File: config.mk
export PLATFORM = sky130hd
export DESIGN_NAME = sent_tx_pulse_gen
export DESIGN_NICKNAME = d
export VERILOG_FILES = /design/src/rtl/sent_tx_pulse_gen.sv
export SDC_FILE = /design/constraint.sdc
export NUM_CORES = 1
export LEC_CHECK = 0
export BUFFER_PORTS_ARGS = -buffer_cell sky130_fd_sc_hd__buf_2
export CORE_MARGIN = 2
export CORE_UTILIZATION = 58
export CTS_BUF_LIST = sky130_fd_sc_hd__clkbuf_16
export CTS_CLUSTER_DIAMETER = 150
export DETAILED_ROUTE_END_ITERATION = 12
export PLACE_DENSITY_LB_ADDON = 0.1
export SLEW_MARGIN = 10
export SYNTH_ARGS = -nofsm -noshare
export SYNTH_HDL_FRONTEND = slang
export SYNTH_SLANG_ARGS = --single-unit
File: constraint.sdc
create_clock -name clk_tx -period 5.7 [get_ports clk_tx]
set_input_delay 0.57 -clock clk_tx [delete_from_list [all_inputs] [get_ports clk_tx]]
set_output_delay 0.57 -clock clk_tx [all_outputs]
set_load 0.05 [all_outputs]
File: src/rtl/sent_tx_pulse_gen.sv
// SENT transmit pulse encoder: sync, status, data and CRC pulses on a single idle-high line.
// Optional SENT_TX_PAUSE_EN appends a pause pulse so every frame lasts FRAME_TICKS ticks.
module sent_tx_pulse_gen #(
    parameter int DIV         = 4,
    parameter int LOW_TICKS   = 5,
    parameter int SYNC_TICKS  = 56,
    parameter int FRAME_TICKS = 282
) (
    input  logic        clk_tx,
    input  logic        reset_tx,
    input  logic        frame_valid,
    output logic        frame_ready,
    input  logic [3:0]  status_nibble,
    input  logic [23:0] data_nibbles,
    input  logic [2:0]  num_nibbles,
    input  logic [3:0]  crc_nibble,
    output logic        data_pulse,
    output logic        busy,
    output logic [2:0]  nibble_index,
    output logic        done_frame
);

    localparam int              PW        = (DIV > 1) ? $clog2(DIV) : 1;
    localparam logic [PW-1:0]   LP_DIV_M1 = PW'(DIV - 1);
    localparam logic [11:0]     LP_LOW    = 12'(LOW_TICKS);
    localparam logic [11:0]     LP_SYNC   = 12'(SYNC_TICKS);

    typedef enum logic [2:0] {
        S_IDLE   = 3'd0,
        S_SYNC   = 3'd1,
        S_STATUS = 3'd2,
        S_DATA   = 3'd3,
        S_CRC    = 3'd4
`ifdef SENT_TX_PAUSE_EN
        , S_PAUSE = 3'd5
`endif
    } state_t;

    state_t        r_state, w_state_nxt;
    logic [PW-1:0] r_presc, w_presc_nxt;
    logic [11:0]   r_pcnt, w_pcnt_nxt;
    logic [2:0]    r_nib, w_nib_nxt;
    logic [3:0]    r_status, r_crc;
    logic [23:0]   r_data;
    logic [2:0]    r_num;
    logic          r_pulse, r_busy, r_ready, r_done;
    logic [2:0]    r_idx;
    logic          w_pulse_nxt, w_busy_nxt, w_done_nxt;
    logic [2:0]    w_idx_nxt, w_num_clamped;
    logic [11:0]   w_len;
    logic          w_tick, w_last, w_accept;

`ifdef SENT_TX_PAUSE_EN
    localparam logic [11:0] LP_FRAME = 12'(FRAME_TICKS);
    logic [11:0] r_len;
    logic [12:0] w_gap;
    logic [11:0] w_pause;
    // Pause fills the frame up to FRAME_TICKS, never shorter than 12 ticks.
    assign w_gap   = {1'b0, LP_FRAME} - {1'b0, r_len};
    assign w_pause = (w_gap[12] || (w_gap[11:0] < 12'd12)) ? 12'd12 : w_gap[11:0];
`endif

    assign w_num_clamped = (num_nibbles == 3'd0) ? 3'd1 :
                           ((num_nibbles > 3'd6) ? 3'd6 : num_nibbles);
    assign w_accept = (r_state == S_IDLE) && frame_valid;
    assign w_tick   = (r_presc == LP_DIV_M1);
    assign w_last   = w_tick && (r_pcnt == (w_len - 12'd1));

    // Length in ticks of the pulse currently being sent.
    always_comb begin
        case (r_state)
            S_SYNC:   w_len = LP_SYNC;
            S_STATUS: w_len = 12'd12 + {8'd0, r_status};
            S_DATA:   w_len = 12'd12 + {8'd0, r_data[23:20]};
            S_CRC:    w_len = 12'd12 + {8'd0, r_crc};
`ifdef SENT_TX_PAUSE_EN
            S_PAUSE:  w_len = w_pause;
`endif
            default:  w_len = LP_SYNC;
        endcase
    end

    // Next state, tick prescaler, pulse counter and data nibble position.
    always_comb begin
        w_state_nxt = r_state;
        w_nib_nxt   = r_nib;
        if (r_state == S_IDLE) begin
            w_presc_nxt = '0;
            w_pcnt_nxt  = 12'd0;
        end else begin
            w_presc_nxt = w_tick ? '0 : (r_presc + PW'(1));
            w_pcnt_nxt  = w_last ? 12'd0 : (w_tick ? (r_pcnt + 12'd1) : r_pcnt);
        end
        case (r_state)
            S_IDLE: begin
                if (frame_valid) w_state_nxt = S_SYNC;
                else             w_state_nxt = S_IDLE;
            end
            S_SYNC: begin
                if (w_last) w_state_nxt = S_STATUS;
                else        w_state_nxt = S_SYNC;
            end
            S_STATUS: begin
                if (w_last) begin
                    w_state_nxt = S_DATA;
                    w_nib_nxt   = 3'd1;
                end else begin
                    w_state_nxt = S_STATUS;
                end
            end
            S_DATA: begin
                if (w_last && (r_nib == r_num)) w_state_nxt = S_CRC;
                else if (w_last)                w_nib_nxt   = r_nib + 3'd1;
                else                            w_state_nxt = S_DATA;
            end
            S_CRC: begin
`ifdef SENT_TX_PAUSE_EN
                if (w_last) w_state_nxt = S_PAUSE;
`else
                if (w_last) w_state_nxt = S_IDLE;
`endif
                else        w_state_nxt = S_CRC;
            end
`ifdef SENT_TX_PAUSE_EN
            S_PAUSE: begin
                if (w_last) w_state_nxt = S_IDLE;
                else        w_state_nxt = S_PAUSE;
            end
`endif
            default: w_state_nxt = S_IDLE;
        endcase
    end

    // Output values for the next cycle, registered below.
    always_comb begin
        w_busy_nxt = (w_state_nxt != S_IDLE);
        w_done_nxt = (r_state != S_IDLE) && (w_state_nxt == S_IDLE);
        if (w_state_nxt == S_IDLE) w_pulse_nxt = 1'b1;
        else                       w_pulse_nxt = (w_pcnt_nxt >= LP_LOW);
        case (w_state_nxt)
            S_STATUS: w_idx_nxt = 3'd0;
            S_DATA:   w_idx_nxt = w_nib_nxt;
            default:  w_idx_nxt = 3'd7;
        endcase
    end

    // State, counters and registered outputs.
    always_ff @(posedge clk_tx or posedge reset_tx) begin
        if (reset_tx) begin
            r_state <= S_IDLE;
            r_presc <= '0;
            r_pcnt  <= 12'd0;
            r_nib   <= 3'd0;
            r_pulse <= 1'b1;
            r_busy  <= 1'b0;
            r_ready <= 1'b1;
            r_idx   <= 3'd7;
            r_done  <= 1'b0;
        end else begin
            r_state <= w_state_nxt;
            r_presc <= w_presc_nxt;
            r_pcnt  <= w_pcnt_nxt;
            r_nib   <= w_nib_nxt;
            r_pulse <= w_pulse_nxt;
            r_busy  <= w_busy_nxt;
            r_ready <= ~w_busy_nxt;
            r_idx   <= w_idx_nxt;
            r_done  <= w_done_nxt;
        end
    end

    // Frame fields latched on accept; data shifts so the current nibble sits at [23:20].
    always_ff @(posedge clk_tx or posedge reset_tx) begin
        if (reset_tx) begin
            r_status <= 4'd0;
            r_crc    <= 4'd0;
            r_data   <= 24'd0;
            r_num    <= 3'd0;
`ifdef SENT_TX_PAUSE_EN
            r_len    <= 12'd0;
`endif
        end else if (w_accept) begin
            r_status <= status_nibble;
            r_crc    <= crc_nibble;
            r_data   <= data_nibbles;
            r_num    <= w_num_clamped;
`ifdef SENT_TX_PAUSE_EN
            r_len    <= 12'd0;
`endif
        end else begin
            if (w_last && (r_state == S_DATA)) r_data <= {r_data[19:0], 4'd0};
`ifdef SENT_TX_PAUSE_EN
            if (w_last && (r_state != S_PAUSE)) r_len <= r_len + w_len;
`endif
        end
    end

    assign data_pulse   = r_pulse;
    assign busy         = r_busy;
    assign frame_ready  = r_ready;
    assign nibble_index = r_idx;
    assign done_frame   = r_done;

endmodule

==> results.sh, run 1 <==
export IMPL_status="complete, no violations"
export IMPL_synth_mux_area_share_pct=10.3
export IMPL_arrival_ns=5.12
export IMPL_yosys_area_share_simple_pct=17.2
export IMPL_io_pins=45
export IMPL_p_per_area_nw_per_um2=377
export IMPL_synth_top_family_by_area="simple AND/OR/NAND/NOR gates"
export IMPL_dp_cells=448
export IMPL_fillers=519
export IMPL_slew_violations=0
export IMPL_r2r_end="nibble_index[0]$_DFF_PP1_"
export IMPL_first_global_vias=2388
export IMPL_synth_seq_cells=62
export IMPL_wl_met3_microns=315
export IMPL_core_sq_um=5820
export IMPL_synth_compound_area_share_pct=13.9
export IMPL_grt_max_degree=63
export IMPL_reg2reg_depth=18
export IMPL_rows=28
export IMPL_synth_fp_nets=396
export IMPL_leakage_nw=1.86
export IMPL_hold_buffers=0
export IMPL_final_cells=464
export IMPL_port_buffers=44
export IMPL_drtIter0Drc=159
export IMPL_max_clock_freq_mhz=205
export IMPL_multiInputGateArea_sq_um=1720
export IMPL_setup_violations=0
export IMPL_required_ns=5.95
export IMPL_routed_wl_microns=6660
export IMPL_die_x_microns=81.1
export IMPL_clk_pin_slew_ns=0.05
export IMPL_die_y_microns=81.1
export IMPL_cp_startpoint="r_state[0]$_DFF_PP0_"
export IMPL_final_common_cell="dfrtp_1"
export IMPL_cts_tree="yes"
export IMPL_worst_pin_slew_ns=1.07
export IMPL_ys_seq_area_share_pct=45.2
export IMPL_synth_enable_flop_cells=0
export IMPL_nets=429
export IMPL_post_cts_buffers=0
export IMPL_finalHoldViolCount=0
export IMPL_drt_pass1_iterations=4
export IMPL_grt_pass1_wl_microns=11500
export IMPL_clock_latency_ns=0.32
export IMPL_m1WireLength_microns=3080
export IMPL_cts_root_buf="clkbuf_16"
export IMPL_reg2reg_slack_ns=0.83
export IMPL_timing_final_crit_share_pct=85.5
export IMPL_drv_cap=0
export IMPL_die_area_sq_um=6580
export IMPL_grt_usage_pct=23.4
export IMPL_setup_tns_ns=0
export IMPL_routed_via_density=5.53
export IMPL_synth_xor_area_share_pct=5.84
export IMPL_cts_max_level=3
export IMPL_top_layer="met4"
export IMPL_critPathKind="flip-flop to flip-flop"
export IMPL_cts_resized=0
export IMPL_clockBufferDepth=2
export IMPL_synth_cell_type_count=59
export IMPL_synthCells=351
export IMPL_start_util_pct=59.3
export IMPL_synthToLayoutAreaGrowth_pct=15.0
export IMPL_grt_antenna_before_repair=0
export IMPL_place_gp_congestion=0.896
export IMPL_layout_drive_gt1_share_pct=23.4
export IMPL_cp_end_kind="flip-flop"
export IMPL_ys_flop_type="dfrtp_1"
export IMPL_register_area_sq_um=1560
export IMPL_worst_hold_path_type="flip-flop to flip-flop"
export IMPL_numCtsBuffers=9
export IMPL_dp_hpwl_microns=4420
export IMPL_ant_nets=0
export IMPL_clock_skew_ns=0.00479
export IMPL_syn_cell_area_sq_um=3450
export IMPL_cp_max_fo=21
export IMPL_synthArstFlopShare_pct=100
export IMPL_reg2reg_from="r_state[0]$_DFF_PP0_"
export IMPL_overflow=0
export IMPL_ir_drop_mv=0.316
export IMPL_post_route_min_period_ns=4.87
export IMPL_ys_warn_count=0
export IMPL_final_cell_mix="57 x dfrtp_1, 44 x nand2_1, 44 x buf_2"
export IMPL_relSlewSlack_pct=28.6
export IMPL_yosys_area_share_adder_pct=2.54
export IMPL_wire_per_inst_microns=14.4
export IMPL_start_kind="flip-flop"
export IMPL_endpoint="nibble_index[0]$_DFF_PP1_"
export IMPL_met2WireLength_microns=3210
export IMPL_vias=2567
export IMPL_drc=0
export IMPL_grt_setup_unrepaired="false"
export IMPL_numClockSinks=62
export IMPL_avgSynthCellArea_sq_um=9.82
export IMPL_diodes=0
==> routing by layer <==
metal	vias to the layer above	track usage (%)
li1	1294	-
met1	1217	31.1
met2	52	35.5
met3	4	9.78
met4	0	5.76
met5	-	0
==> stage by stage <==
step,instance area [sq um],power [mW],util [%],hold WS (ns),worst slack (ns)
floorplan,3450,0.856,-,0.415,1.48
global placement,3650,0.921,62.7,0.428,1.05
detailed placement,3650,0.932,62.7,0.429,0.876
CTS,3960,1.51,68.2,0.438,0.811
global route,3960,1.59,68.2,0.451,0.505
finish,3960,1.49,68.2,0.441,0.827
==> worst max-delay path: stages, from the launching register on <==
cell,delay (ns)
dfrtp_1,0.81
a211o_1,0.22
o221ai_1,0.17
or2_2,0.32
ha_1,0.33
o21ai_1,0.10
or4b_2,0.64
ha_1,0.30
xnor2_1,0.15
nand3_1,0.10
nor4_1,0.38
o2111a_4,0.35
inv_4,0.08
ha_1,0.19
nor2_1,0.15
a21oi_1,0.06
a211oi_1,0.23
a21oi_1,0.08
o21ai_1,0.13
==> registers in the layout, indices dropped and copies added (netlist names), 2 cells and up <==
name          cells
nibble_index      3
r_crc             4
r_data           24
r_nib             3
r_num             3
r_pcnt           12
r_presc           2
r_state           3
r_status          4
==> cell families (layout without fill, tap and decap cells) <==
kind of cell,after synthesis,after routing
AND/OR/NAND/NOR,119,119
adder cells (fa/ha/maj),7,7
XOR/XNOR,23,23
buffers and inverters,36,74
flip-flops,62,62
multiplexers,34,34
AO/OA/AOI/OAI,70,70
==> cell type report <==
class | count | area share [%]
multi-input combinational | 253 | 43.3
sequential | 62 | 39.3
timing repair buffer | 45 | 5.74
clock buffer | 9 | 5.68
tap | 75 | 2.37
clock inverter | 7 | 2.27
inverter | 13 | 1.29
==> where the power goes <==
part	internal [mW]	switching, mW	leakage, nW
registers	0.553	0.0809	0.768
clock network	0.379	0.190	0.147
logic	0.142	0.147	0.946
total	1.07	0.419	1.86
==> Yosys cell counts, types with 2 or more instances <==
cell type,count,share of area (%)
a21o_1,2,0.44
a21oi_1,6,0.87
a22oi_1,4,0.87
a31oi_1,3,0.54
and2_1,2,0.36
and3_1,3,0.54
and4_1,3,0.76
buf_2,4,0.58
buf_4,2,0.44
buf_6,3,0.98
clkbuf_1,14,1.5
dfrtp_1,57,41
dfstp_2,5,3.8
ha_1,7,2.5
inv_1,11,1.2
mux2_1,2,0.65
mux2_2,10,3.3
mux2i_1,22,6.4
nand2_1,44,4.8
nand2b_1,4,0.73
nand3_1,10,1.5
nand4_1,2,0.36
nor2_1,23,2.5
nor2b_1,3,0.54
nor3_1,9,1.3
nor4_1,2,0.36
o211ai_1,3,0.65
o21ai_0,3,0.44
o21ai_1,33,4.8
o41ai_1,2,0.51
or2_2,2,0.36
or3_1,3,0.54
xnor2_1,15,3.8
xor2_1,8,2.0
==> worst min path at each step <==
stage,depth (start not counted),endpoint,slack [ns],from
after detailed placement,1,r_presc[0]$_DFF_PP0_,0.43,r_presc[0]$_DFF_PP0_
after CTS,3,r_data[23]$_DFFE_PP0P_,0.44,data_nibbles[23]
after global routing,3,r_data[13]$_DFFE_PP0P_,0.45,data_nibbles[13]
after floorplan,1,r_presc[0]$_DFF_PP0_,0.41,r_presc[0]$_DFF_PP0_
after global placement,1,r_presc[0]$_DFF_PP0_,0.43,r_presc[0]$_DFF_PP0_
final,1,r_presc[0]$_DFF_PP0_,0.44,r_presc[0]$_DFF_PP0_
Power figures use the tool's default switching activity.
==> inputs of run 2 (changes only) <==
--- a/config.mk
+++ b/config.mk
@@ -5,6 +5,7 @@
 export SDC_FILE = /design/constraint.sdc
 export NUM_CORES = 1
 export LEC_CHECK = 0
+export ABC_AREA = 1
 export BUFFER_PORTS_ARGS = -buffer_cell sky130_fd_sc_hd__buf_2
 export CORE_MARGIN = 2
 export CORE_UTILIZATION = 58
@@ -12,7 +13,7 @@
 export CTS_CLUSTER_DIAMETER = 150
 export DETAILED_ROUTE_END_ITERATION = 12
 export PLACE_DENSITY_LB_ADDON = 0.1
-export SLEW_MARGIN = 10
+export SLEW_MARGIN = 25
 export SYNTH_ARGS = -nofsm -noshare
 export SYNTH_HDL_FRONTEND = slang
 export SYNTH_SLANG_ARGS = --single-unit
==> results.sh, run 2 <==
export IMPL_arrival_ns=3.98
export IMPL_avgSynthCellArea_sq_um=7.42
export IMPL_final_common_cell="nand2_1"
export IMPL_hold_path_depth=3
export IMPL_ys_warn_count=0
export IMPL_synth_cell_type_count=37
export IMPL_reg2reg_depth=22
export IMPL_reg2reg_from="r_state[2]$_DFF_PP0_"
export IMPL_synth_fp_nets=530
export IMPL_required_ns=5.95
export IMPL_routed_via_density=5.30
export IMPL_drtIter0Drc=292
export IMPL_crit_cells=22
export IMPL_synthArstFlopShare_pct=100
export IMPL_p_per_area_nw_per_um2=246
export IMPL_reg2reg_slack_ns=1.97
export IMPL_numClockSinks=62
export IMPL_largest_reg_flops=24
export IMPL_die_x_microns=82.8
export IMPL_max_clock_freq_mhz=268
export IMPL_ant_nets=0
export IMPL_start_kind="flip-flop"
export IMPL_dp_cells=590
export IMPL_layout_drive_gt1_share_pct=17.9
export IMPL_clockBufferDepth=2
export IMPL_cp_max_fo=9
export IMPL_dp_hpwl_microns=5530
export IMPL_post_cts_buffers=0
export IMPL_nets=571
export IMPL_p_sw_mw=0.198
export IMPL_r2r_end="nibble_index[0]$_DFF_PP1_"
export IMPL_place_gp_congestion=0.950
export IMPL_post_route_min_period_ns=3.73
export IMPL_setup_tns_ns=0
export IMPL_swShare_pct=19.3
export IMPL_p_int_mw=0.826
export IMPL_ys_flop_type="dfrtp_1"
export IMPL_cts_max_level=3
export IMPL_reg_top3="r_data x24, r_pcnt x12"
export IMPL_synthToLayoutAreaGrowth_pct=15.5
export IMPL_whs_endpoint="r_crc[3]$_DFFE_PP0P_"
export IMPL_drc=0
export IMPL_worstPathCellList="inv_2 -> nand3_2 -> inv_2 -> a32o_1 -> a31oi_1 -> ha_1 -> inv_1 -> a21oi_1 -> ha_1 -> nand2_1 -> nand2_1 -> nor3_1 -> nand3_1 -> a21oi_1 -> nand3_1 -> nor2_4 -> nand3_2 -> ha_1 -> nand3_1 -> nand3_1 -> nand2_1 -> nand2_1"
export IMPL_rows=28
export IMPL_start_util_pct=60.4
export IMPL_die_y_microns=82.8
export IMPL_final_cells=606
export IMPL_yosysMostFrequentCell="nand2_1"
export IMPL_worst_pin_slew_ns=0.834
export IMPL_finalHoldViolCount=0
export IMPL_cts_resized=0
export IMPL_timing_final_crit_share_pct=65.4
export IMPL_vias=3211
export IMPL_cts_tree="yes"
export IMPL_post_route_util_pct=69.8
export IMPL_final_cell_mix="137 x nand2_1, 60 x nor2_1, 58 x inv_1"
export IMPL_worst_path_largest_cell_delay_ns=0.51
export IMPL_clock_latency_ns=0.33
export IMPL_synth_top_area_cell="dfrtp_1"
export IMPL_synth_enable_flop_cells=0
export IMPL_port_buffers=44
export IMPL_ir_drop_mv=0.188
export IMPL_wire_per_inst_microns=12.8
export IMPL_first_global_vias=2927
export IMPL_crit_family="simple AND/OR/NAND/NOR gates"
export IMPL_yosys_top_cells_count="137 x nand2_1, 61 x nor2_1, 57 x dfrtp_1, 57 x inv_1, 23 x nand3_1"
export IMPL_hold_buffers=0
export IMPL_clk_pin_slew_ns=0.06
export IMPL_yosys_top_cells_area="dfrtp_1 40%, nand2_1 14%, nor2_1 6.4%"
export IMPL_regMostFlops="r_data"
export IMPL_relSlewSlack_pct=44.3
export IMPL_clock_skew_ns=0.00856
export IMPL_synthCells=485
export IMPL_routed_wl_microns=7790
export IMPL_core_sq_um=5960
export IMPL_path_buf_inv=3
export IMPL_die_area_sq_um=6850
export IMPL_overflow=0
export IMPL_syn_cell_area_sq_um=3600
export IMPL_slowest_stage="dfrtp_1"
export IMPL_cp_end_kind="flip-flop"
export IMPL_drv_cap=0
export IMPL_grt_usage_pct=25.5
export IMPL_diodes=0
export IMPL_yosys_area_top_type_share_pct=39.6
export IMPL_slew_violations=0
export IMPL_grt_antenna_before_repair=0
export IMPL_synth_seq_cells=62
export IMPL_worst_hold_path_type="input port to flip-flop"
export IMPL_io_pins=45
export IMPL_placed_cell_area_sq_um=3850
export IMPL_cts_root_buf="clkbuf_16"
export IMPL_layout_setup_ws_ns=1.97
export IMPL_setup_violations=0
export IMPL_place_ws_ns=2.04
export IMPL_pwr_share_seq_pct=43.1
export IMPL_grt_pass1_wl_microns=13100
export IMPL_ys_seq_area_share_pct=43.3
export IMPL_p_comb_share_pct=2.1
export IMPL_leakage_nw=2.13
export IMPL_numCtsBuffers=9
export IMPL_hold_start="crc_nibble[3]"
export IMPL_status="complete, no violations"
export IMPL_grt_max_degree=63
export IMPL_p_clk_share_pct=54.8
export IMPL_design_area_sq_um=4160
export IMPL_critPathKind="flip-flop to flip-flop"
export IMPL_grt_setup_unrepaired="false"
export IMPL_drt_pass1_iterations=5
run 2: final cells by class:
cell class / instances / area (sq um)
multi-input cells: 345 / 1730
repair buffers: 46 / 235
clock inverters: 7 / 82.6
fillers: 516 / 1800
clock buffers: 9 / 225
inverters: 62 / 233
flip-flops and latches: 62 / 1560
well taps: 75 / 93.8
run 2: metrics by stage:
step,total power [mW],hold slack [ns]
after floorplan,0.455,0.415
after global placement,0.471,0.428
after detailed placement,0.471,0.447
after CTS,1.03,0.428
after global routing,1.06,0.463
final,1.02,0.435
run 2: how the worst max path moves through the flow:
stage,start,end,slack [ns]
after floorplan,r_state[2]$_DFF_PP0_,nibble_index[0]$_DFF_PP1_,2.54
after global placement,r_state[2]$_DFF_PP0_,nibble_index[0]$_DFF_PP1_,2.11
after detailed placement,r_state[2]$_DFF_PP0_,nibble_index[0]$_DFF_PP1_,2.04
after CTS,r_state[2]$_DFF_PP0_,nibble_index[0]$_DFF_PP1_,2.02
after global routing,r_state[2]$_DFF_PP0_,done_frame$_DFF_PP0_,1.52
final,r_state[2]$_DFF_PP0_,nibble_index[0]$_DFF_PP1_,1.97
run 2: power groups by stage:
stage	combinational (mW)	clock [mW]	sequential [mW]
floorplan	0.00720	0	0.448
global placement	0.0224	0	0.448
detailed placement	0.0227	0	0.448
CTS	0.0229	0.567	0.441
global route	0.0258	0.589	0.440
finish	0.0218	0.561	0.441
run 2: logic make-up (layout without fill, tap and decap cells):
| logic type | count (synthesis) | count (layout) | synth area share, % |
|---|---|---|---|
| AOI/OAI and AO/OA | 56 | 56 | 9.07 |
| xor gates and xnor gates | 9 | 9 | 2.19 |
| adders and majority gates | 7 | 7 | 2.43 |
| buffers and inverters | 78 | 124 | 8.72 |
| DFF | 62 | 62 | 43.3 |
| and+or+nand+nor | 273 | 273 | 34.3 |
run 2: metal layers:
| layer | up-vias | share of wire (%) | track usage, % |
|---|---|---|---|
| met5 | - | 0 | 0 |
| met4 | 0 | 1.4 | 10.0 |
| met3 | 12 | 5.3 | 4.33 |
| met2 | 100 | 46 | 40.9 |
| met1 | 1455 | 47 | 34.6 |
| li1 | 1644 | - | - |
run 2: tightest hold or removal path, cell delays in order:
cell,delay [ns]
buf_2,0.07
nand2_1,0.04
nand2_1,0.04
==> inputs of run 3 (changes only) <==
--- a/config.mk
+++ b/config.mk
@@ -5,7 +5,7 @@
 export SDC_FILE = /design/constraint.sdc
 export NUM_CORES = 1
 export LEC_CHECK = 0
-export ABC_AREA = 1
+export ABC_AREA = 0
 export BUFFER_PORTS_ARGS = -buffer_cell sky130_fd_sc_hd__buf_2
 export CORE_MARGIN = 2
 export CORE_UTILIZATION = 58
==> constraint.sdc (replaced) <==
create_clock -name clk_tx -period 3.8 [get_ports clk_tx]
set_input_delay 0.38 -clock clk_tx [delete_from_list [all_inputs] [get_ports clk_tx]]
set_output_delay 0.38 -clock clk_tx [all_outputs]
set_load 0.05 [all_outputs]
==> results.sh, run 3 (same netlist as run 1, synthesis figures left out) <==
export IMPL_status="finished with violations"
export IMPL_violations="negative setup slack"
export IMPL_clk_pin_slew_ns=0.06
export IMPL_overflow=0
export IMPL_die_x_microns=81.1
export IMPL_grt_pass1_wl_microns=13100
export IMPL_place_gp_congestion=0.940
export IMPL_worst_hold_path_type="input port to async pin"
export IMPL_die_area_sq_um=6580
export IMPL_numClockSinks=62
export IMPL_nets=467
export IMPL_dp_hpwl_microns=5250
export IMPL_timing_final_crit_share_pct=102
export IMPL_cts_tree="yes"
export IMPL_drtIter0Drc=197
export IMPL_worst_pin_slew_ns=0.884
export IMPL_cp_max_fo=6
export IMPL_start_util_pct=59.3
export IMPL_final_cell_mix="54 x dfrtp_1, 44 x nand2_1, 44 x buf_2"
export IMPL_drc=0
export IMPL_setup_violations=12
export IMPL_core_sq_um=5820
export IMPL_cts_max_level=3
export IMPL_finalHoldViolCount=0
export IMPL_grt_antenna_before_repair=0
export IMPL_io_pins=45
export IMPL_post_route_min_period_ns=3.87
export IMPL_grt_setup_unrepaired="true"
export IMPL_die_y_microns=81.1
export IMPL_routed_via_density=5.71
export IMPL_final_common_cell="dfrtp_1"
export IMPL_ir_drop_mv=0.387
export IMPL_layout_setup_ws_ns=-0.0699
export IMPL_placed_cell_area_sq_um=3960
export IMPL_drt_pass1_iterations=4
export IMPL_drv_cap=0
export IMPL_design_area_sq_um=4460
export IMPL_slew_violations=0
export IMPL_largest_reg_flops=24
export IMPL_critPathKind="flip-flop to flip-flop"
export IMPL_start_kind="flip-flop"
export IMPL_port_buffers=44
export IMPL_first_global_vias=2743
export IMPL_rows=28
export IMPL_synthToLayoutAreaGrowth_pct=29.5
export IMPL_reg_top3="r_data x24, r_pcnt x12"
export IMPL_layout_drive_gt1_share_pct=37.0
export IMPL_clock_latency_ns=0.32
export IMPL_ant_nets=0
export IMPL_wire_per_inst_microns=16.1
export IMPL_clock_skew_ns=0.00619
export IMPL_grt_usage_pct=26.4
export IMPL_max_clock_freq_mhz=258
export IMPL_vias=2867
export IMPL_regMostFlops="r_data"
export IMPL_required_ns=4.05
export IMPL_setup_tns_ns=-0.214
export IMPL_numCtsBuffers=9
export IMPL_p_per_area_nw_per_um2=509
export IMPL_arrival_ns=4.12
export IMPL_relSlewSlack_pct=41.0
export IMPL_diodes=0
export IMPL_leakage_nw=2.08
export IMPL_cts_root_buf="clkbuf_16"
export IMPL_clockBufferDepth=2
export IMPL_fillers=400
export IMPL_hold_buffers=0
export IMPL_grt_max_degree=44
export IMPL_routed_wl_microns=8100
export IMPL_cp_end_kind="flip-flop"
## run 3: cell count changes in the layout (fill, tap and decap cells not counted), moves of 13 or more
cell and delta:
nor2_1 -40, a31oi_1 -16, o21ai_0 -18, mux2i_1 +20
buf_4 +31, inv_1 -47, nand2_1 -93, o21ai_1 +30
nand3_1 -13
## run 3: timing repair
item / in CTS / in global routing
resized for setup: 9 / 25
setup buffers: 4 / 5
pin swaps: 8 / 14
endpoints found under the setup margin: 25 / 47
## run 3: path summary, 6_finish.rpt
check / cells after the start / startpoint / slack, ns / to
worst max-delay path: 19 / r_state[1]$_DFF_PP0_ / -0.07 / nibble_index[0]$_DFF_PP1_
worst min-delay path: 2 / reset_tx / 0.24 / busy$_DFF_PP0_
worst max register to register: 19 / r_state[1]$_DFF_PP0_ / -0.07 / nibble_index[0]$_DFF_PP1_
worst min register to register: 1 / r_presc[0]$_DFF_PP0_ / 0.44 / r_presc[0]$_DFF_PP0_
max in group asynchronous: 3 / reset_tx / 2.69 / nibble_index[0]$_DFF_PP1_
min in group clk_tx: 3 / data_nibbles[2] / 0.26 / r_data[2]$_DFFE_PP0P_
## run 3: power by group
part           internal [mW]  switching [mW]
logic                  0.292           0.284
registers              0.830           0.134
clock network          0.435           0.299
## run 3: through the flow
| step | power (mW) | hold WS, ns | utilization, % | cells | setup WS [ns] |
|---|---|---|---|---|---|
| finish | 2.27 | 0.239 | 76.8 | 502 | -0.0699 |
| global route | 2.39 | 0.266 | 76.8 | 502 | -0.254 |
| CTS | 2.21 | 0.259 | 74.0 | 497 | 0.00329 |
| detailed placement | 1.45 | 0.435 | 68.1 | 477 | -0.144 |
| global placement | 1.43 | 0.427 | 68.1 | 477 | 0.0237 |
| floorplan | 1.30 | 0.415 | - | 351 | -0.0288 |
## run 3: critical path, stage by stage (launching register included)
cell      delay (ns)
dfrtp_2         0.44
or2b_1          0.24
o221ai_4        0.13
or2_4           0.28
ha_4            0.29
o21ai_4         0.06
or4b_4          0.53
ha_4            0.18
nor2b_4         0.10
o21ai_2         0.07
xnor2_2         0.15
nor4_4          0.26
o2111a_4        0.29
inv_6           0.05
ha_4            0.15
nor2_4          0.09
nor2_2          0.04
a211oi_2        0.25
a21oi_2         0.06
o21ai_1         0.15
## run 3: final cells by class
type	count	area [sq um]	area share, %
multi-input combinational	253	1930	43.1
sequential	62	1560	35.0
timing repair buffer	83	562	12.6
clock buffer	9	225	5.04
tap	75	93.8	2.10
inverter	13	53.8	1.21
clock inverter	7	42.5	0.953
## run 3: layer usage
| metal | part of all wire, % | routed length, microns | vias to the layer above | global-route usage, % |
|---|---|---|---|---|
| met5 | 0 | 0 | - | 0 |
| met4 | 0.93 | 75 | 0 | 7.97 |
| met3 | 6.2 | 506 | 7 | 6.56 |
| met2 | 49 | 3990 | 92 | 42.1 |
| met1 | 44 | 3530 | 1396 | 35.7 |
| li1 | - | - | 1372 | - |
